<file path="src/rtl/grf_wb_arbiter_if.sv">
// Bus bundle between the write-back producers, the hazard unit and the GRF write arbiter.
interface grf_wb_arbiter_if #(
  parameter int unsigned CW = 3
);
  logic          a_we;
  logic [4:0]    a_wa;
  logic [31:0]   a_wd;
  logic [31:0]   a_pc;
  logic          b_valid;
  logic          b_ready;
  logic [4:0]    b_wa;
  logic [31:0]   b_wd;
  logic [31:0]   b_pc;
  logic          regWE;
  logic [4:0]    regWA;
  logic [31:0]   regWD;
  logic [31:0]   PC;
  logic [4:0]    chk_a1;
  logic [4:0]    chk_a2;
  logic          pend1;
  logic          pend2;
  logic [CW-1:0] fifo_count;

  modport slave (
    input  a_we, a_wa, a_wd, a_pc,
    input  b_valid, b_wa, b_wd, b_pc,
    input  chk_a1, chk_a2,
    output b_ready, regWE, regWA, regWD, PC, pend1, pend2, fifo_count
  );

  modport master (
    output a_we, a_wa, a_wd, a_pc,
    output b_valid, b_wa, b_wd, b_pc,
    output chk_a1, chk_a2,
    input  b_ready, regWE, regWA, regWD, PC, pend1, pend2, fifo_count
  );
endinterface

</file>
<file path="src/rtl/grf_wb_arbiter.sv">
// Merges pipeline (port A, priority) and buffered multi-cycle (port B) writes onto the single
// GRF write port, and flags registers that still have a write held inside the block.
module grf_wb_arbiter #(
  parameter int unsigned DEPTH = 4
) (
  input  logic        clk,
  input  logic        reset,
  grf_wb_arbiter_if.slave bus
);
  localparam int unsigned AW = $clog2(DEPTH);
  localparam int unsigned CW = AW + 1;

  logic [AW-1:0] head_q, head_d, tail_q, tail_d;
  logic [CW-1:0] count_q, count_d;
  logic          reg_we_q, reg_we_d;
  logic [4:0]    reg_wa_q, reg_wa_d;
  logic [31:0]   reg_wd_q, reg_wd_d;
  logic [31:0]   pc_q, pc_d;

  logic [4:0]    fifo_wa_q [DEPTH];
  logic [31:0]   fifo_wd_q [DEPTH];
  logic [31:0]   fifo_pc_q [DEPTH];

  logic          push, pop;
  logic [AW-1:0] off;
  logic          slot_vld;
  logic          hit1, hit2;

  assign bus.b_ready = (count_q < CW'(DEPTH)) && !reset;

  // Issue selection: port A wins, otherwise the FIFO head drains; idle cycles load zeros.
  always_comb begin
    push     = bus.b_valid && bus.b_ready;
    pop      = !bus.a_we && (count_q != '0);
    head_d   = head_q;
    tail_d   = tail_q;
    reg_we_d = 1'b0;
    reg_wa_d = 5'd0;
    reg_wd_d = 32'd0;
    pc_d     = 32'd0;
    if (pop)  head_d = head_q + AW'(1);
    if (push) tail_d = tail_q + AW'(1);
    count_d = count_q + CW'(push) - CW'(pop);
    if (bus.a_we) begin
      reg_we_d = 1'b1;
      reg_wa_d = bus.a_wa;
      reg_wd_d = bus.a_wd;
      pc_d     = bus.a_pc;
    end else if (pop) begin
      reg_we_d = 1'b1;
      reg_wa_d = fifo_wa_q[head_q];
      reg_wd_d = fifo_wd_q[head_q];
      pc_d     = fifo_pc_q[head_q];
    end
  end

  // Pending lookup over occupied FIFO slots plus the write currently on the GRF port.
  always_comb begin
    hit1     = 1'b0;
    hit2     = 1'b0;
    off      = '0;
    slot_vld = 1'b0;
    for (int i = 0; i < DEPTH; i++) begin
      off      = AW'(i) - head_q;
      slot_vld = {1'b0, off} < count_q;
      if (slot_vld && (fifo_wa_q[i] == bus.chk_a1)) hit1 = 1'b1;
      if (slot_vld && (fifo_wa_q[i] == bus.chk_a2)) hit2 = 1'b1;
    end
    if (reg_we_q && (reg_wa_q == bus.chk_a1)) hit1 = 1'b1;
    if (reg_we_q && (reg_wa_q == bus.chk_a2)) hit2 = 1'b1;
  end

  assign bus.pend1      = hit1 && (bus.chk_a1 != 5'd0);
  assign bus.pend2      = hit2 && (bus.chk_a2 != 5'd0);
  assign bus.regWE      = reg_we_q;
  assign bus.regWA      = reg_wa_q;
  assign bus.regWD      = reg_wd_q;
  assign bus.PC         = pc_q;
  assign bus.fifo_count = count_q;

  always_ff @(posedge clk or posedge reset) begin
    if (reset) begin
      head_q   <= '0;
      tail_q   <= '0;
      count_q  <= '0;
      reg_we_q <= 1'b0;
      reg_wa_q <= 5'd0;
      reg_wd_q <= 32'd0;
      pc_q     <= 32'd0;
    end else begin
      head_q   <= head_d;
      tail_q   <= tail_d;
      count_q  <= count_d;
      reg_we_q <= reg_we_d;
      reg_wa_q <= reg_wa_d;
      reg_wd_q <= reg_wd_d;
      pc_q     <= pc_d;
    end
  end

  // Storage needs no reset: occupancy alone decides which slots are live.
  always_ff @(posedge clk) begin
    if (push) begin
      fifo_wa_q[tail_q] <= bus.b_wa;
      fifo_wd_q[tail_q] <= bus.b_wd;
      fifo_pc_q[tail_q] <= bus.b_pc;
    end
  end
endmodule
</file>
<file path="src/flat_wrapper.sv">
// flat-port wrapper written by rule: the top's interface ports become plain ports
module grf_wb_arbiter_flat 
#(
  parameter int unsigned DEPTH = 4
)
  (clk, reset, bus_a_we, bus_a_wa, bus_a_wd, bus_a_pc, bus_b_valid, bus_b_wa, bus_b_wd, bus_b_pc, bus_chk_a1, bus_chk_a2, bus_b_ready, bus_regWE, bus_regWA, bus_regWD, bus_PC, bus_pend1, bus_pend2, bus_fifo_count);
  grf_wb_arbiter_if bus_i ();
  input  logic clk;
  input  logic reset;
  input wire logic [$bits(bus_i.a_we)-1:0] bus_a_we;
  input wire logic [$bits(bus_i.a_wa)-1:0] bus_a_wa;
  input wire logic [$bits(bus_i.a_wd)-1:0] bus_a_wd;
  input wire logic [$bits(bus_i.a_pc)-1:0] bus_a_pc;
  input wire logic [$bits(bus_i.b_valid)-1:0] bus_b_valid;
  input wire logic [$bits(bus_i.b_wa)-1:0] bus_b_wa;
  input wire logic [$bits(bus_i.b_wd)-1:0] bus_b_wd;
  input wire logic [$bits(bus_i.b_pc)-1:0] bus_b_pc;
  input wire logic [$bits(bus_i.chk_a1)-1:0] bus_chk_a1;
  input wire logic [$bits(bus_i.chk_a2)-1:0] bus_chk_a2;
  output wire logic [$bits(bus_i.b_ready)-1:0] bus_b_ready;
  output wire logic [$bits(bus_i.regWE)-1:0] bus_regWE;
  output wire logic [$bits(bus_i.regWA)-1:0] bus_regWA;
  output wire logic [$bits(bus_i.regWD)-1:0] bus_regWD;
  output wire logic [$bits(bus_i.PC)-1:0] bus_PC;
  output wire logic [$bits(bus_i.pend1)-1:0] bus_pend1;
  output wire logic [$bits(bus_i.pend2)-1:0] bus_pend2;
  output wire logic [$bits(bus_i.fifo_count)-1:0] bus_fifo_count;
  assign bus_i.a_we = bus_a_we;
  assign bus_i.a_wa = bus_a_wa;
  assign bus_i.a_wd = bus_a_wd;
  assign bus_i.a_pc = bus_a_pc;
  assign bus_i.b_valid = bus_b_valid;
  assign bus_i.b_wa = bus_b_wa;
  assign bus_i.b_wd = bus_b_wd;
  assign bus_i.b_pc = bus_b_pc;
  assign bus_i.chk_a1 = bus_chk_a1;
  assign bus_i.chk_a2 = bus_chk_a2;
  assign bus_b_ready = bus_i.b_ready;
  assign bus_regWE = bus_i.regWE;
  assign bus_regWA = bus_i.regWA;
  assign bus_regWD = bus_i.regWD;
  assign bus_PC = bus_i.PC;
  assign bus_pend1 = bus_i.pend1;
  assign bus_pend2 = bus_i.pend2;
  assign bus_fifo_count = bus_i.fifo_count;
  grf_wb_arbiter #(.DEPTH(DEPTH)) u_core (.clk(clk), .reset(reset), .bus(bus_i));
endmodule
</file>
<file path="config.mk">
export PLATFORM = sky130hd
export DESIGN_NAME = grf_wb_arbiter_flat
export DESIGN_NICKNAME = d
export VERILOG_FILES = /design/src/rtl/grf_wb_arbiter_if.sv /design/src/rtl/grf_wb_arbiter.sv /design/src/flat_wrapper.sv
export SDC_FILE = /design/constraint.sdc
export NUM_CORES = 1
export LEC_CHECK = 0
export CORE_MARGIN = 4
export CORE_UTILIZATION = 68
export DETAILED_ROUTE_END_ITERATION = 10
export DONT_BUFFER_PORTS = 1
export MAX_ROUTING_LAYER = met4
export PLACE_DENSITY = 0.85
export REMOVE_ABC_BUFFERS = 1
export SKIP_LAST_GASP = 1
export SLEW_MARGIN = 20
export SYNTH_ARGS = -nofsm -noshare
export SYNTH_HDL_FRONTEND = slang
export SYNTH_SLANG_ARGS = --single-unit
</file>
<file path="constraint.sdc">
create_clock -name clk -period 7.2 [get_ports clk]
set_input_delay 1.8 -clock clk [delete_from_list [all_inputs] [get_ports clk]]
set_output_delay 1.8 -clock clk [all_outputs]
set_load 0.01 [all_outputs]
</file>
* After elaboration in Yosys (flattened, before gate mapping)
Memories as Yosys holds them, arrays and structs flattened.
Index checks and enable logic that the tools add are counted.
** Word-level totals
- Register bits after elaboration :: 77
- Memory bits (writable) :: 276
- Input bits :: 152
- Output and inout bits :: 76
- Memories kept :: 3
** Memory list
- u_core.fifo_pc_q :: words 4, bits a word 32, read ports 1, clocked after memory_dff 0, wr ports 1, RTL line grf_wb_arbiter.sv:22 : logic [31:0] fifo_pc_q [DEPTH];
- u_core.fifo_wd_q :: words 4, bits a word 32, read ports 1, clocked after memory_dff 0, wr ports 1, RTL line grf_wb_arbiter.sv:21 : logic [31:0] fifo_wd_q [DEPTH];
- u_core.fifo_wa_q :: words 4, bits a word 5, read ports 5, clocked after memory_dff 0, wr ports 1, RTL line grf_wb_arbiter.sv:20 : logic [4:0] fifo_wa_q [DEPTH];
** Cells by class
- Add/subtract/negate cells :: 8
- Magnitude comparators :: 5
- Equality and inequality tests :: 10
- Muxes and demuxes :: 20
- Reductions and logical operators :: 20
** Operators by type and width (number)
- $mux W32 :: 4
- $eq A5 B5 Y1 :: 10
- $logic_and A1 B1 Y1 :: 15
- $mux W1 :: 14
- $lt A2 B3 Y1 :: 4
- $mux W5 :: 2
- $reduce_bool A5 Y1 :: 2
- $add A2 B1 Y2 const B :: 2
- $sub A1 B2 Y2 const A :: 2
- $sub A2 B2 Y2 const A :: 2
- $add A3 B1 Y3 :: 1
- $lt A3 B3 Y1 const B :: 1
- $reduce_bool A3 Y1 :: 1
- $sub A3 B1 Y3 :: 1
- $logic_not A1 Y1 :: 2

* Logic depth before layout (Yosys ltp)
- Depth after elaboration :: 9
- Mapped depth :: 9
- Gate-level depth less buffers :: 7

* Worst setup path before layout
No wires, ideal clock.
- Path type :: input port to output port
- Start :: input port bus_chk_a2[3]
- End :: output port bus_pend2
- Arrival :: 2748 ps
- Data required time :: 5400 ps
- Path slack :: 2652 ps
- Stages on the path :: 6
- Cells stage by stage :: clkbuf_1 -> xor2_1 -> nor4_1 -> nand3_1 -> nand4_1 -> o22a_1
** On the way
- Cells in the longest elaborated chain, start to end :: 8
** RTL lines
- from (decl) :: RTL line flat_wrapper.sv:19 : input wire logic [$bits(bus_i.chk_a2)-1:0] bus_chk_a2;
- $eq A5 B5 Y1 :: RTL line grf_wb_arbiter.sv:67 : if (slot_vld && (fifo_wa_q[i] == bus.chk_a2)) hit2 = 1'b1;
- $logic_and A1 B1 Y1 :: RTL line grf_wb_arbiter.sv:67
- $mux W1 (4 in a row) :: RTL line grf_wb_arbiter.sv:67
- $mux W1 :: RTL line grf_wb_arbiter.sv:70 : if (reg_we_q && (reg_wa_q == bus.chk_a2)) hit2 = 1'b1;
- $logic_and A1 B1 Y1 (*) :: RTL line grf_wb_arbiter.sv:74 : assign bus.pend2 = hit2 && (bus.chk_a2 != 5'd0);
- to (decl) :: RTL line flat_wrapper.sv:26 : output wire logic [$bits(bus_i.pend2)-1:0] bus_pend2;
Mark *: on every way between the ends. The rest lies on a longest branch, timed or not.

* Final worst setup path
- Start :: input port bus_chk_a1[1]
- End :: output port bus_pend1
** On the way
- Cells in the longest elaborated chain, start to end :: 8
** RTL lines
- from (decl) :: RTL line flat_wrapper.sv:18 : input wire logic [$bits(bus_i.chk_a1)-1:0] bus_chk_a1;
- $eq A5 B5 Y1 :: RTL line grf_wb_arbiter.sv:66 : if (slot_vld && (fifo_wa_q[i] == bus.chk_a1)) hit1 = 1'b1;
- $logic_and A1 B1 Y1 :: RTL line grf_wb_arbiter.sv:66
- $mux W1 (4 in a row) :: RTL line grf_wb_arbiter.sv:66
- $mux W1 :: RTL line grf_wb_arbiter.sv:69 : if (reg_we_q && (reg_wa_q == bus.chk_a1)) hit1 = 1'b1;
- $logic_and A1 B1 Y1 (*) :: RTL line grf_wb_arbiter.sv:73 : assign bus.pend1 = hit1 && (bus.chk_a1 != 5'd0);
- to (decl) :: RTL line flat_wrapper.sv:25 : output wire logic [$bits(bus_i.pend1)-1:0] bus_pend1;
Marked as above.

==> results.md <==
* Final HPWL DP at 16.55 mm
* DRC at 0
* Net Sw Power at 1525 uW
* Max-Cap Viols at 0
* Crit start category: input port
* Design Power at 5529 uW
* Gr usage total at 0.2764
* R2r worst-path depth at 3
* Hold-critical path endpoint: u_core.tail_q[0]
* Max Fclk at 221.8 MHz
* Hold Vio Cnt, Final at 0
* Internal power at 4004 uW
* Multiplexer share of the synthesized area at 0.1147
* Post-Synth Adder-Cell Area at 0.01071
* Worst-Skew Late Latency at 0.51 ns
* Hold path depth at 2
* Die Wd at 149.1 um
* Unrepaired setup endpoints after global routing: false
* Worst rel slew slack at 0.2885
* Post_cts resized at 0
* Hold path startpoint: u_core.tail_q[0]
* FF-to-FF Start: u_core.head_q[0]
* Share of cells above drive strength 1 at 0.1968
* Mapped cell area at 13550 sq um
* Cell variety after synth at 30
* Ys flop type: edfxtp_1
* Core box area at 19530 sq um
* Worst Hold Class: reg -> reg
* # Post-CTS Setup Buffers at 0
* Clock share of power at 0.308
* Root Buffer: clkbuf_16
* Area leader, netlist: edfxtp_1
* Mapped Cells at 658
* Largest cells by area after synthesis: edfxtp_1 (61%), dfrtp_1 (14%), mux4_2 (11%)
* Period utilization at 0.6263
* Worst-margin pin slew at 1.067 ns
* # nets final at 824
* Tmin final at 4.509 ns
* Die area at 22240 sq um
* Compound-Gate Fraction of Synth Area at 0.05154
* Top-area cell type share of the netlist area at 0.6119
* Synthesized area per cell at 20.59 sq um
* Ys Warns at 0
* Final RePlAce weighted congestion at 0.9792
* Final setup viols at 0
* #FFs+latches synth at 353
* Vias at 6540
* Seq pwr share at 0.494
* WP data arrival at 2.71 ns
* Largest net degree at the start of global routing at 72
* Grt total ovfl at 0
* Reg-to-Reg End: u_core.bus.regWD[10]
* Antenna-violating nets left at 0
* Setup tns final at 0 ns
* Area share of xor/xnor cells in the synthesized design at 0.03621
* Post-route clock skew at 0.02162 ns
* EDFF count, synth at 276
* Most common library cells after synthesis: edfxtp_1 (276), dfrtp_1 (77), a22o_1 (69), mux4_2 (69), xor2_1 (43)
* Main combinational cell family by area after synthesis: multiplexers
* Io pins at 228
* Total CTS buffers at 35
* TritonCTS clock tree: built
* Vias in the first global route at 7135
* Async set or reset register ratio after synthesis at 0.2181
* Count leader, synth: edfxtp_1
* Power per Cell Area at 370.9 nW/um^2
* Worst Setup End Kind: output port
* Area growth syn-to-layout at 10.04%
* Routed length per instance at 31.10 um
* Diode count at 0
* IO buf count at 0
* Largest fanout on the critical path at 6
* LEAKAGE at 0.005147 uW
* Die height at 149.1 um
* Final Instance Count excl. Fillers at 951
* Iter 0 DRT Violations at 498
* R2r setup slk at 4.51 ns
* CTS Buffer Depth at 3
* Clock input transition at the sequential cells of the worst setup and hold paths at 0.06 ns
* DR pass1 iterations at 5
* Initial Utilization at 0.6937
* Fillcell total at 1008
* # placed instances at 885
* Simple-gate share of the synthesized area at 0.01450
* Post-synthesis sequential area ratio at 0.7541
* Placement row count at 51
* Combinational power share at 0.199
* DRT Wirelength at 29.57 mm
* CP required at 5.40 ns
* H-tree levels at 2
* Slew Viols, Final at 0
* First-pass GRT wire length at 44.26 mm
* Clock sinks at 353
* Status: completed
* Hold buffers post-CTS at 0
* Sw Ratio at 0.2758
* Peak supply drop at 0.2575 mV
* Via density at 6.877
* Antenna violations before repair at 0
* Critical path class: in -> out
==> layer usage <==
layer,track usage,share of wire,up-vias
li1,-,-,2652
met1,0.3516,0.36,3406
met2,0.4426,0.51,406
met3,0.08721,0.11,76
met4,0.07323,0.024,0
met5,-,0,-
==> worst max-delay path by stage <==
stage / start / slack (ns) / depth (start not counted) / end
floorplan: u_core.head_q[0] / 1.43 / 6 / bus_pend1
CTS: u_core.head_q[0] / 2.68 / 7 / bus_pend1
finish: bus_chk_a1[1] / 2.69 / 5 / bus_pend1
global placement: bus_chk_a1[4] / 2.79 / 5 / bus_pend1
global route: u_core.head_q[0] / 2.56 / 7 / bus_pend1
detailed placement: bus_chk_a1[4] / 2.73 / 5 / bus_pend1
==> worst max-delay path, cell delays in order <==
cell and delay, ns:
xor2_1 0.14, nor3_1 0.30, o211ai_1 0.15, nand4_1 0.13, o22a_1 0.19
==> power by group through the flow <==
stage,clock network [uW],registers [uW],logic [uW]
6_report,1700,2730,1100
5_1_grt,1820,2750,1180
4_1_cts,1730,2740,1090
3_5_place_dp,0,2770,1070
3_3_place_gp,0,2750,1030
2_1_floorplan,0,2800,779
==> per-stage QoR <==
step	util	hold slack (ns)	cell area [sq um]	worst slack, ns
detailed placement	0.7031	0.6370	13730	2.725
global placement	0.7031	0.6005	13730	2.791
finish	0.7634	0.6499	14910	2.691
global route	0.7634	0.6764	14910	2.557
floorplan	-	0.5796	13330	1.435
CTS	0.7581	0.6464	14800	2.685
==> logic make-up after synthesis <==
group	Yosys count
AO/OA/AOI/OAI	82
XOR/XNOR	56
adder cells (fa/ha/maj)	11
buffers and inverters	51
flip-flops	353
multiplexers	69
AND/OR/NAND/NOR	36
==> placed cells by master (no fill, tap or decap), types with 3 or more instances in the layout <==
cell type,count
o211ai_1,4
edfxtp_1,276
clkinv_2,7
nand3_1,4
a21oi_1,3
mux4_2,69
buf_16,3
nor4_1,4
inv_1,8
clkbuf_8,4
xor2_1,43
dfrtp_1,75
a22o_1,69
buf_4,4
and3_4,4
ha_1,10
nand4_1,4
nor3_1,7
clkbuf_1,7
clkinv_1,6
clkbuf_16,37
nor2_1,5
xnor2_1,13
==> state kept, by name, indices dropped and copies added, names as in the netlist <==
| signal | flops |
|---|---|
| u_core.bus.PC | 32 |
| u_core.bus.fifo_count | 3 |
| u_core.bus.regWA | 5 |
| u_core.bus.regWD | 32 |
| u_core.bus.regWE | 1 |
| u_core.fifo_pc_q | 128 |
| u_core.fifo_wa_q | 20 |
| u_core.fifo_wd_q | 128 |
| u_core.head_q | 2 |
| u_core.tail_q | 2 |
==> area by class of cell <==
type | count | area (sq um) | share of cell area
Clock buffer | 48 | 1007 | 0.06757
Clock inverter | 14 | 67.56 | 0.004533
Inverter | 9 | 35.03 | 0.002350
Multi-Input combinational cell | 254 | 3109 | 0.2086
Sequential cell | 353 | 10220 | 0.6858
Tap cell | 265 | 331.6 | 0.02224
Timing Repair Buffer | 8 | 132.6 | 0.008898
Note: power is estimated with default switching activity, not from simulation.
